File: src/rtl/cpu_pkg.sv
// cpu_pkg: shared write-back encodings and WB FSM state type for the 8-bit pipelined CPU
package cpu_pkg;
  localparam logic [1:0] RDATA_SEL_MUX = 2'b00;
  localparam logic [1:0] RDATA_SEL_INP = 2'b01;
  localparam logic [1:0] RDATA_SEL_RD2 = 2'b10;
  localparam logic [1:0] RDATA_SEL_IMM = 2'b11;
  localparam logic [1:0] PCSEL_BR      = 2'b00;
  localparam logic [1:0] PCSEL_NEXT    = 2'b01;
  localparam logic [1:0] PCSEL_WB      = 2'b10;
  typedef enum logic {WB_IDLE = 1'b0, WB_IMM = 1'b1} wb_state_e;
endpackage

File: src/rtl/wb_stage_ctrl_if.sv
// wb_stage_ctrl_if: MEM/WB beat inputs and writeback-stage outputs; master drives beats, slave is the WB stage
interface wb_stage_ctrl_if #(parameter int DATA_W = 8, parameter int RADDR_W = 2, parameter int CNT_W = 16);
  logic               wr_en_regf_W;
  logic               mux_out_sel_W;
  logic [1:0]         mux_rdata_sel_W;
  logic               out_port_sel_W;
  logic               rd_en_W;
  logic [RADDR_W-1:0] ADDER_W;
  logic [DATA_W-1:0]  read_data_W;
  logic [DATA_W-1:0]  alu_out_W;
  logic [DATA_W-1:0]  IN_PORT_W;
  logic [DATA_W-1:0]  instr_W;
  logic [DATA_W-1:0]  RD2_W;
  logic [1:0]         PC_Sel_W;
  logic               is_2_byte_out;
  logic               nothing_here_out;
  logic               rf_we;
  logic [RADDR_W-1:0] rf_waddr;
  logic [DATA_W-1:0]  rf_wdata;
  logic [DATA_W-1:0]  out_port;
  logic               out_port_stb;
  logic               pc_load;
  logic [DATA_W-1:0]  pc_value;
  logic [CNT_W-1:0]   retire_count;
  modport master (
    output wr_en_regf_W, mux_out_sel_W, mux_rdata_sel_W, out_port_sel_W, rd_en_W, ADDER_W,
           read_data_W, alu_out_W, IN_PORT_W, instr_W, RD2_W, PC_Sel_W, is_2_byte_out, nothing_here_out,
    input  rf_we, rf_waddr, rf_wdata, out_port, out_port_stb, pc_load, pc_value, retire_count
  );
  modport slave (
    input  wr_en_regf_W, mux_out_sel_W, mux_rdata_sel_W, out_port_sel_W, rd_en_W, ADDER_W,
           read_data_W, alu_out_W, IN_PORT_W, instr_W, RD2_W, PC_Sel_W, is_2_byte_out, nothing_here_out,
    output rf_we, rf_waddr, rf_wdata, out_port, out_port_stb, pc_load, pc_value, retire_count
  );
endinterface

File: src/rtl/wb_stage_ctrl_imm.sv
// wb_imm_fsm: sequences opcode/immediate beats of 2-byte instructions and flags the retiring beat
module wb_imm_fsm
  import cpu_pkg::*;
#(
  parameter int RADDR_W = 2
) (
  input  logic               clk,
  input  logic               reset,
  input  logic               valid,
  input  logic               is_2_byte,
  input  logic [RADDR_W-1:0] addr,
  output logic               retire,
  output logic [RADDR_W-1:0] waddr
);
  wb_state_e          state_q, state_d;
  logic [RADDR_W-1:0] pend_addr_q, pend_addr_d;
  // opcode beat of a 2-byte op parks its destination; the next valid beat completes it
  always_comb begin
    state_d     = state_q;
    pend_addr_d = pend_addr_q;
    if (valid && state_q == WB_IDLE && is_2_byte) begin
      state_d     = WB_IMM;
      pend_addr_d = addr;
    end else if (valid && state_q == WB_IMM) begin
      state_d     = WB_IDLE;
    end
  end
  assign retire = reset && valid && (state_q == WB_IMM || !is_2_byte);
  assign waddr  = state_q == WB_IMM ? pend_addr_q : addr;
  // state and pending destination, cleared asynchronously to drop any in-flight sequence
  always_ff @(posedge clk or negedge reset) begin
    if (!reset) begin
      state_q     <= WB_IDLE;
      pend_addr_q <= '0;
    end else begin
      state_q     <= state_d;
      pend_addr_q <= pend_addr_d;
    end
  end
endmodule

File: src/rtl/wb_stage_ctrl.sv
// wb_stage_ctrl: writeback stage - data mux, rf write port, OUT register, WB PC redirect, retire counter (WB_RETIRE_CNT_EN)
module wb_stage_ctrl
  import cpu_pkg::*;
#(
  parameter int DATA_W  = 8,
  parameter int RADDR_W = 2,
  parameter int CNT_W   = 16
) (
  input logic            clk,
  input logic            reset,
  wb_stage_ctrl_if.slave wb
);
  logic              retire;
  logic [DATA_W-1:0] wdata;
  logic [DATA_W-1:0] out_port_q, out_port_d;
  logic              out_stb_q, out_stb_d;
  wb_imm_fsm #(.RADDR_W(RADDR_W)) u_fsm (
    .clk      (clk),
    .reset    (reset),
    .valid    (!wb.nothing_here_out),
    .is_2_byte(wb.is_2_byte_out),
    .addr     (wb.ADDER_W),
    .retire   (retire),
    .waddr    (wb.rf_waddr)
  );
  // write-back data source select
  always_comb begin
    wdata = wb.mux_rdata_sel_W == RDATA_SEL_MUX ? (wb.mux_out_sel_W ? wb.read_data_W : wb.alu_out_W) :
            wb.mux_rdata_sel_W == RDATA_SEL_INP ? wb.IN_PORT_W :
            wb.mux_rdata_sel_W == RDATA_SEL_RD2 ? wb.RD2_W : wb.instr_W;
  end
  assign wb.rf_we    = retire && wb.wr_en_regf_W;
  assign wb.rf_wdata = wdata;
  assign wb.pc_load  = retire && wb.PC_Sel_W == PCSEL_WB;
  assign wb.pc_value = wb.read_data_W;
  // OUT port loads RD2 on a retiring beat and pulses its strobe for that one update
  always_comb begin
    out_stb_d  = retire && wb.out_port_sel_W;
    out_port_d = out_stb_d ? wb.RD2_W : out_port_q;
  end
  // OUT register and strobe
  always_ff @(posedge clk or negedge reset) begin
    if (!reset) begin
      out_port_q <= '0;
      out_stb_q  <= 1'b0;
    end else begin
      out_port_q <= out_port_d;
      out_stb_q  <= out_stb_d;
    end
  end
  assign wb.out_port     = out_port_q;
  assign wb.out_port_stb = out_stb_q;
`ifdef WB_RETIRE_CNT_EN
  logic [CNT_W-1:0] cnt_q, cnt_d;
  // one count per retiring beat, wrapping naturally
  always_comb begin
    cnt_d = retire ? cnt_q + 1'b1 : cnt_q;
  end
  // retire counter
  always_ff @(posedge clk or negedge reset) begin
    if (!reset) cnt_q <= '0;
    else        cnt_q <= cnt_d;
  end
  assign wb.retire_count = cnt_q;
`else
  assign wb.retire_count = {CNT_W{1'b0}};
`endif
endmodule

File: src/flat_wrapper.sv
// flat-port wrapper written by rule: the top's interface ports become plain ports
module wb_stage_ctrl_flat import cpu_pkg::*;
#(
  parameter int DATA_W  = 8,
  parameter int RADDR_W = 2,
  parameter int CNT_W   = 16
)
  (clk, reset, wb_wr_en_regf_W, wb_mux_out_sel_W, wb_mux_rdata_sel_W, wb_out_port_sel_W, wb_rd_en_W, wb_ADDER_W, wb_read_data_W, wb_alu_out_W, wb_IN_PORT_W, wb_instr_W, wb_RD2_W, wb_PC_Sel_W, wb_is_2_byte_out, wb_nothing_here_out, wb_rf_we, wb_rf_waddr, wb_rf_wdata, wb_out_port, wb_out_port_stb, wb_pc_load, wb_pc_value, wb_retire_count);
  wb_stage_ctrl_if #(.DATA_W(DATA_W), .RADDR_W(RADDR_W), .CNT_W(CNT_W)) wb_i ();
  input logic clk;
  input logic reset;
  input wire logic [$bits(wb_i.wr_en_regf_W)-1:0] wb_wr_en_regf_W;
  input wire logic [$bits(wb_i.mux_out_sel_W)-1:0] wb_mux_out_sel_W;
  input wire logic [$bits(wb_i.mux_rdata_sel_W)-1:0] wb_mux_rdata_sel_W;
  input wire logic [$bits(wb_i.out_port_sel_W)-1:0] wb_out_port_sel_W;
  input wire logic [$bits(wb_i.rd_en_W)-1:0] wb_rd_en_W;
  input wire logic [$bits(wb_i.ADDER_W)-1:0] wb_ADDER_W;
  input wire logic [$bits(wb_i.read_data_W)-1:0] wb_read_data_W;
  input wire logic [$bits(wb_i.alu_out_W)-1:0] wb_alu_out_W;
  input wire logic [$bits(wb_i.IN_PORT_W)-1:0] wb_IN_PORT_W;
  input wire logic [$bits(wb_i.instr_W)-1:0] wb_instr_W;
  input wire logic [$bits(wb_i.RD2_W)-1:0] wb_RD2_W;
  input wire logic [$bits(wb_i.PC_Sel_W)-1:0] wb_PC_Sel_W;
  input wire logic [$bits(wb_i.is_2_byte_out)-1:0] wb_is_2_byte_out;
  input wire logic [$bits(wb_i.nothing_here_out)-1:0] wb_nothing_here_out;
  output wire logic [$bits(wb_i.rf_we)-1:0] wb_rf_we;
  output wire logic [$bits(wb_i.rf_waddr)-1:0] wb_rf_waddr;
  output wire logic [$bits(wb_i.rf_wdata)-1:0] wb_rf_wdata;
  output wire logic [$bits(wb_i.out_port)-1:0] wb_out_port;
  output wire logic [$bits(wb_i.out_port_stb)-1:0] wb_out_port_stb;
  output wire logic [$bits(wb_i.pc_load)-1:0] wb_pc_load;
  output wire logic [$bits(wb_i.pc_value)-1:0] wb_pc_value;
  output wire logic [$bits(wb_i.retire_count)-1:0] wb_retire_count;
  assign wb_i.wr_en_regf_W = wb_wr_en_regf_W;
  assign wb_i.mux_out_sel_W = wb_mux_out_sel_W;
  assign wb_i.mux_rdata_sel_W = wb_mux_rdata_sel_W;
  assign wb_i.out_port_sel_W = wb_out_port_sel_W;
  assign wb_i.rd_en_W = wb_rd_en_W;
  assign wb_i.ADDER_W = wb_ADDER_W;
  assign wb_i.read_data_W = wb_read_data_W;
  assign wb_i.alu_out_W = wb_alu_out_W;
  assign wb_i.IN_PORT_W = wb_IN_PORT_W;
  assign wb_i.instr_W = wb_instr_W;
  assign wb_i.RD2_W = wb_RD2_W;
  assign wb_i.PC_Sel_W = wb_PC_Sel_W;
  assign wb_i.is_2_byte_out = wb_is_2_byte_out;
  assign wb_i.nothing_here_out = wb_nothing_here_out;
  assign wb_rf_we = wb_i.rf_we;
  assign wb_rf_waddr = wb_i.rf_waddr;
  assign wb_rf_wdata = wb_i.rf_wdata;
  assign wb_out_port = wb_i.out_port;
  assign wb_out_port_stb = wb_i.out_port_stb;
  assign wb_pc_load = wb_i.pc_load;
  assign wb_pc_value = wb_i.pc_value;
  assign wb_retire_count = wb_i.retire_count;
  wb_stage_ctrl #(.DATA_W(DATA_W), .RADDR_W(RADDR_W), .CNT_W(CNT_W)) u_core (.clk(clk), .reset(reset), .wb(wb_i));
endmodule
File: config.mk
export PLATFORM = sky130hd
export DESIGN_NAME = wb_stage_ctrl_flat
export DESIGN_NICKNAME = d
export VERILOG_FILES = /design/src/rtl/cpu_pkg.sv /design/src/rtl/wb_stage_ctrl_if.sv /design/src/rtl/wb_stage_ctrl_imm.sv /design/src/rtl/wb_stage_ctrl.sv /design/src/flat_wrapper.sv
export SDC_FILE = /design/constraint.sdc
export NUM_CORES = 1
export LEC_CHECK = 0
export CAP_MARGIN = 20
export CORE_ASPECT_RATIO = 0.6
export CORE_MARGIN = 4
export CORE_UTILIZATION = 32
export CTS_CLUSTER_DIAMETER = 60
export DETAILED_ROUTE_END_ITERATION = 7
export GPL_TIMING_DRIVEN = 0
export PLACE_DENSITY = 0.86
export SLEW_MARGIN = 10
export SYNTH_ARGS = -nofsm -noshare
export SYNTH_HDL_FRONTEND = slang
export SYNTH_SLANG_ARGS = --single-unit
File: constraint.sdc
create_clock -name clk -period 2.9 [get_ports clk]
set_clock_uncertainty 0.05 [all_clocks]
set_input_delay 0.58 -clock clk [delete_from_list [all_inputs] [get_ports clk]]
set_output_delay 0.58 -clock clk [all_outputs]
set_load 0.03 [all_outputs]
Word level (Yosys, flattened, before mapping)
Cells that the tools add are included.

Register bits after elaboration: 12. Bits of input ports: 54. Output and inout bits: 45. Word-level logic and storage cells: 28.

Equal/unequal tests: 3. Muxes and demuxes: 7. Bitwise logic cells: 1. Reductions and logical operators: 13.

Operators by type and width (number): 8-bit 2-to-1 mux (4); 1-bit logical AND (8); 2-bit == test, second input constant (2); 2-bit by 1-bit == test with 1-bit output, second input constant (1); 1-bit logical NOT (2); 2-bit logical NOT (1); 1-bit 2-to-1 mux (2); 2-bit 2-to-1 mux (1); 2-bit nonzero test (1); 1-bit logical OR (1); 1-bit NOT (1).

Longest topological paths before layout
Gate-level depths: netlist of run 1.

Word-level depth: 4. Mapped depth: 4.

Cells and area by module
A second synthesis of run 1 with hierarchy kept.

Cell total of the unflattened synthesis: 79. Area, all modules: 1009.7 um^2.

By module, submodules not included: wb_stage_ctrl (times used 1, cells each 67, area each 844.6 um^2, seq. area each 225.2 um^2); wb_imm_fsm (times used 1, cells each 12, area each 165.2 um^2, seq. area each 75.1 um^2).

Least setup slack after synthesis of run 1
OpenSTA, ideal clock, no wires.

Path type: input to output. Start: input wb_mux_out_sel_W. End: output wb_rf_wdata[0]. Arrival time: 1559 ps. Required time: 2270 ps. Slack: 711 ps. Stages on the path: 3. Path buffers: 1. Cell sequence: buf_6 mux2_4 mux4_2.

Longest elaborated chain between the ends: 2.

Ends and longest elaborated chain: from (decl) (RTL line flat_wrapper.sv:13) `input wire logic [$bits(wb_i.mux_out_sel_W)-1:0] wb_mux_out_sel_W;`; 8-bit 2-to-1 mux (2 in series) (RTL line wb_stage_ctrl.sv:28) `wdata = wb.mux_rdata_sel_W == RDATA_SEL_MUX ? (wb.mux_out_sel_W ? wb.read_data_W : wb.alu_out_W) :`; to (decl) (RTL line flat_wrapper.sv:28) `output wire logic [$bits(wb_i.rf_wdata)-1:0] wb_rf_wdata;`.

Every way passes these cells.

Final worst setup path of run 1
Start: input wb_is_2_byte_out. End: output wb_rf_we.

Longest elaborated chain between the ends: 4.

Ends and longest elaborated chain: from (decl) (RTL line flat_wrapper.sv:24) `input wire logic [$bits(wb_i.is_2_byte_out)-1:0] wb_is_2_byte_out;`; 1-bit logical NOT (RTL line wb_stage_ctrl_imm.sv:28) `assign retire = reset && valid && (state_q == WB_IMM || !is_2_byte);`; 1-bit logical OR (RTL line wb_stage_ctrl_imm.sv:28); 1-bit logical AND (RTL line wb_stage_ctrl_imm.sv:28); 1-bit logical AND (RTL line wb_stage_ctrl.sv:32) `assign wb.rf_we = retire && wb.wr_en_regf_W;`; to (decl) (RTL line flat_wrapper.sv:26) `output wire logic [$bits(wb_i.rf_we)-1:0] wb_rf_we;`.

Every way passes these cells.

==> results of run 1 <==
==> flip-flops by register name (all words and copies together) (netlist names) <==
signal,flops
u_core.u_fsm.pend_addr_q,2
u_core.u_fsm.state_q,1
u_core.wb.out_port,8
u_core.wb.out_port_stb,1
==> synth_stat cells <==
cell,count
nor3b_1,2
mux2_4,8
dfrtp_1,12
mux4_2,8
mux2_2,12
a21o_1,1
conb_1,1
buf_2,2
and2_1,1
and3b_1,1
buf_6,1
buf_1,1
nand4bb_1,1
buf_4,24
nor2b_1,1
inv_1,1
==> stage by stage <==
step	area (sq um)	hold slack, ns	utilization (%)	instances	setup slack [ns]
floorplan	1060	0.234	-	92	0.711
global placement	1890	0.434	64.7	212	-0.275
detailed placement	1890	0.443	64.7	212	-0.353
CTS	1930	0.286	65.8	215	0.0328
global route	1930	0.298	65.9	215	0.0107
finish	1930	0.280	65.9	215	0.101
==> logic make-up (layout without fill, tap and decap cells) <==
group / Yosys count / after routing
muxes: 28 / 28
AOI/OAI and AO/OA: 1 / 1
buffers and inverters: 29 / 110
and+or+nand+nor: 6 / 6
other: 1 / 16
DFF: 12 / 12
==> layout make-up <==
| class | count | area (sq um) |
|---|---|---|
| Fill cell | 255 | 1000 |
| Timing Repair Buffer | 78 | 774 |
| Multi-Input combinational cell | 51 | 551 |
| Sequential cell | 12 | 300 |
| Buffer | 28 | 205 |
| Tap cell | 42 | 52.6 |
| Clock buffer | 3 | 41.3 |
| Inverter | 1 | 3.75 |
==> layer usage <==
| metal | track usage [%] | share of wire (%) |
|---|---|---|
| met5 | 0 | 0 |
| met4 | 2.25 | 0.30 |
| met3 | 6.16 | 10 |
| met2 | 29.1 | 52 |
| met1 | 17.0 | 38 |
==> how the worst max path moves through the flow <==
stage | startpoint | endpoint | slack [ns] | cells past startpoint
after floorplan | wb_mux_out_sel_W | wb_rf_wdata[0] | 0.71 | 3
after global placement | reset | wb_pc_load | -0.27 | 4
after detailed placement | reset | wb_pc_load | -0.35 | 4
after CTS | wb_is_2_byte_out | wb_pc_load | 0.03 | 5
after global routing | wb_is_2_byte_out | wb_rf_we | 0.01 | 5
final | wb_is_2_byte_out | wb_rf_we | 0.10 | 5
==> power groups by stage <==
stage          logic (uW)  registers (uW)  clock network [uW]
2_1_floorplan         189             278                   0
3_3_place_gp          426             223                   0
3_5_place_dp          434             225                   0
4_1_cts               426             223                 153
5_1_grt               444             227                 161
6_report              424             223                 148
==> what timing repair did <==
action,in CTS,in global routing
endpoints found under the hold margin,0,0
setup buffers,0,0
endpoints found under the setup margin,10,1
gates resized for setup,11,1
==> results.cfg, run 1 <==
[clock_tree]
insertion_delay_ns = 0.24
path_clk_slew_ns = 0.05
h-tree-depth = 1
cts_buffer_depth = 2
ctsRootBufferMaster = clkbuf_8
holdBufCountCts = 0
cts.sink_count = 12
numCtsBuffers = 3
cts_tree = done

[synth]
synth_xor_area_share_pct = 0
yosys_warnings = 0
ys_seq_area_share_pct = 29.9
synthCells = 77
synth_compound_area_share_pct = 0.748
synth_adder_area_share_pct = 0
avgSynthCellArea_sq_um = 13.0
synth_seq_cells = 12
synthMuxAreaShare_pct = 43.4
yosysUniqueCellTypes = 16
yosysTopAreaCellShare_pct = 29.9
yosysTopAreaCell = dfrtp_1
synth_top_family_by_area = multiplexers
yosys-top-cells-area = dfrtp_1, buf_4, mux4_2
synth_simple_gate_area_share_pct = 4.74
syn_area_sq_um = 1000

[floorplanning]
rows = 15
io_pins = 99
start_util_pct = 34.3
core_region_area_sq_um = 2930
dieArea_sq_um = 4130
fp.dieW_um = 80.3
die_h_um = 51.4

[critical_path]
path_max_fanout = 2
worstSetupStartpointType = input port
crit_slowest_cell = clkdlybuf4s50_1
cp.buffers_inverters = 2
worst_ep_arrival_time_ns = 2.17
worstPathCellList = clkdlybuf4s50_1 > nor2b_1 > nor3b_1 > and2_1 > clkdlybuf4s50_1
path_delay_family = buffers and inverters
critPathMaxStageDelay_ns = 0.66
required_ns = 2.27
reg2regPathDepth = 4
crit_top_cell = clkdlybuf4s50_1
regToRegSetupSlack_ns = 1.39
worstReg2RegStart = u_core.u_fsm.state_q
reg2reg_to = u_core.wb.out_port[0]
worstSetupEndpointType = output port
critPathKind = input port to output port

[finish]
drive_gt1_share_pct = 34.1
nets = 229
syn2layout_area_growth_pct = 92.1
final_cell_mix = clkdlybuf4s50_1, buf_4, conb_1
mostFrequentLayoutCell = clkdlybuf4s50_1
antennaDiodeCount = 0

[power]
clockPowerShare_pct = 18.6
vdd_drop_max_uv = 316
p_total_uw = 794
p_per_area_nw_per_um2 = 412
leakagePower_uw = 0.000894
combinationalPowerShare_pct = 53.3
switching_share_pct = 35.3
seqPwrFrac_pct = 28.0
cell_internal_pwr_uw = 514
p_sw_uw = 280

[timing]
period_needed_ns = 2.80
slew_headroom_pct = 63.4
slew_violations = 0
hold_viol = 0
setup_tns_ns = 0
post-route-period-util_pct = 96.5
setup_violations = 0
rsz0062_at_grt = false
worst_slew_pin_slew_ns = 0.549
fmax_mhz = 357

[global_route]
grt.total_usage_pct = 15.6
overflow = 0
grt_pass1_wl_um = 4750
grt_max_degree = 15
grt_pass1_vias = 1003
grt_antenna_before_repair = 0

[hold_path]
min-delay-path-class = input port to asynchronous set/reset pin

[placed_design]
gp_congestion = 0.716
portBuffers = 78
dp_hpwl_um = 2970

[drt]
route.detailed.drc = 0
wl_per_cell_um = 15.8
drtAntennaViolNets = 0
dr.pass1.iters = 3
vias_per_cell = 4.27
first_iter_violations = 11
finalWirelength_um = 3390
num_vias = 917

[status]
status = complete, no violations

[job]
cap_viol_max_count = 0
No activity file was read; power rests on OpenSTA's default activity.
==> inputs of run 2 (changes only) <==
ABC_CLOCK_PERIOD_IN_PS = 2900   (was not set)
CORE_MARGIN = not set   (was 4)
==> results.cfg, run 2 (synthesized netlist as in run 1, its figures left out) <==
[timing]
slew_headroom_pct = 66.6
period_needed_ns = 2.82
setup_tns_ns = 0
hold_viol = 0
worst_slew_pin_slew_ns = 0.501
whs_ns = 0.290
rsz0062_at_grt = false
fmax_mhz = 355
post-route-period-util_pct = 97.1
setup_violations = 0
worst_slack_ns = 0.0842
slew_violations = 0

[power]
switching_share_pct = 34.9
seqPwrFrac_pct = 28.1
p_sw_uw = 275
vdd_drop_max_uv = 428
clockPowerShare_pct = 18.5
cell_internal_pwr_uw = 514
leakagePower_uw = 0.000876
p_per_area_nw_per_um2 = 410
combinationalPowerShare_pct = 53.4

[clock_tree]
path_clk_slew_ns = 0.05
insertion_delay_ns = 0.23
ctsRootBufferMaster = clkbuf_8
holdBufCountCts = 0
cts_buffer_depth = 2
cts_tree = done
numCtsBuffers = 3
cts_setup_buffers = 0
cts.sink_count = 12
cts-resized-gates = 11
h-tree-depth = 1

[floorplanning]
dieArea_sq_um = 3370
start_util_pct = 34.3
die_h_um = 45.4
fp.dieW_um = 74.3
rows = 15
core_region_area_sq_um = 2930
io_pins = 99

[finish]
final_cell_mix = clkdlybuf4s50_1, buf_4, conb_1
final_area_sq_um = 1930
filler_cell_count = 237
largest_register_ffs = 8
drive_gt1_share_pct = 34.1
syn2layout_area_growth_pct = 91.9
antennaDiodeCount = 0
mostFrequentLayoutCell = clkdlybuf4s50_1
nets = 229

[drt]
drtAntennaViolNets = 0
wl_per_cell_um = 13.2
dr.pass1.iters = 1
num_vias = 911
vias_per_cell = 4.24
route.detailed.drc = 0
finalWirelength_um = 2840
first_iter_violations = 0

[critical_path]
worstSetupEndpointType = output port
critPathKind = input port to output port
path_delay_family = buffers and inverters
crit_slowest_cell = clkdlybuf4s50_1
critPathMaxStageDelay_ns = 0.66
regToRegSetupSlack_ns = 1.41
worstSetupStartpointType = input port
worst_ep_arrival_time_ns = 2.19
worstPathCellList = clkdlybuf4s50_1 > nor2b_1 > nor3b_1 > and3b_1 > clkdlybuf4s50_1
required_ns = 2.27
cp.buffers_inverters = 2
path_max_fanout = 2
crit_top_cell = clkdlybuf4s50_1

[global_route]
grt.total_usage_pct = 16.5
grt_max_degree = 15
grt_pass1_wl_um = 4000
overflow = 0
grt_pass1_vias = 826
grt_antenna_before_repair = 0

[placed_design]
placed_area_sq_um = 1890
portBuffers = 78
dp_hpwl_um = 2440
place_ws_ns = -0.348
gp_congestion = 0.671

[job]
cap_viol_max_count = 0

[status]
status = complete, no violations

[hold_path]
min-delay-path-class = input port to asynchronous set/reset pin
-- run 2: cell types whose count changed in the layout (fill, tap and decap cells not counted) --
cell	before	now
clkdlybuf4s50_1	68	69
dlymetal6s2s_1	1	0
-- run 2: power groups by stage --
stage | logic (uW) | registers, uW | clock network [uW]
after floorplan | 189 | 278 | 0
after global placement | 424 | 222 | 0
after CTS | 423 | 222 | 153
after global routing | 442 | 226 | 166
final | 421 | 221 | 146
after detailed placement | 431 | 224 | 0
-- run 2: path summary, 6_finish.rpt --
kind                                  startpoint                          end  depth (start not counted)
min in group clk           u_core.wb.out_port[3]        u_core.wb.out_port[3]                          1
max in group asynchronous                  reset        u_core.wb.out_port[1]                          1
min                                        reset  u_core.u_fsm.pend_addr_q[1]                          1
max                             wb_is_2_byte_out                   wb_pc_load                          5
min reg2reg                u_core.wb.out_port[3]        u_core.wb.out_port[3]                          1
max reg2reg                 u_core.u_fsm.state_q        u_core.wb.out_port[5]                          4
-- run 2: per-stage QoR --
stage	utilization [%]	power, uW	instances
floorplan	-	467	92
global placement	64.7	646	212
detailed placement	64.7	655	212
CTS	65.8	798	215
global route	65.8	835	215
finish	65.8	789	215
-- run 2: worst register-to-register path, delay by kind of cell, from the launching register on --
| family | cells | cell delay, ns |
|---|---|---|
| muxes | 1 | 0.36 |
| and+or+nand+nor | 2 | 0.29 |
| DFF | 1 | 0.42 |
| buffers and inverters | 1 | 0.24 |
-- run 2: area by class of cell --
type / instances / area, sq um / share of cell area [%]
tap: 42 / 52.6 / 2.73
buffer: 28 / 205 / 10.7
sequential: 12 / 300 / 15.6
timing repair buffer: 78 / 772 / 40.1
clock buffer: 3 / 41.3 / 2.14
inverter: 1 / 3.75 / 0.195
multi-input combinational: 51 / 551 / 28.6
-- run 2: per-layer routing --
| layer | GRT usage, % | vias to the layer above | share of wire (%) |
|---|---|---|---|
| li1 | - | 432 | - |
| met1 | 18.7 | 423 | 38 |
| met4 | 1.13 | 0 | 0 |
| met5 | 0 | - | 0 |
| met2 | 30.4 | 56 | 50 |
| met3 | 7.30 | 0 | 12 |
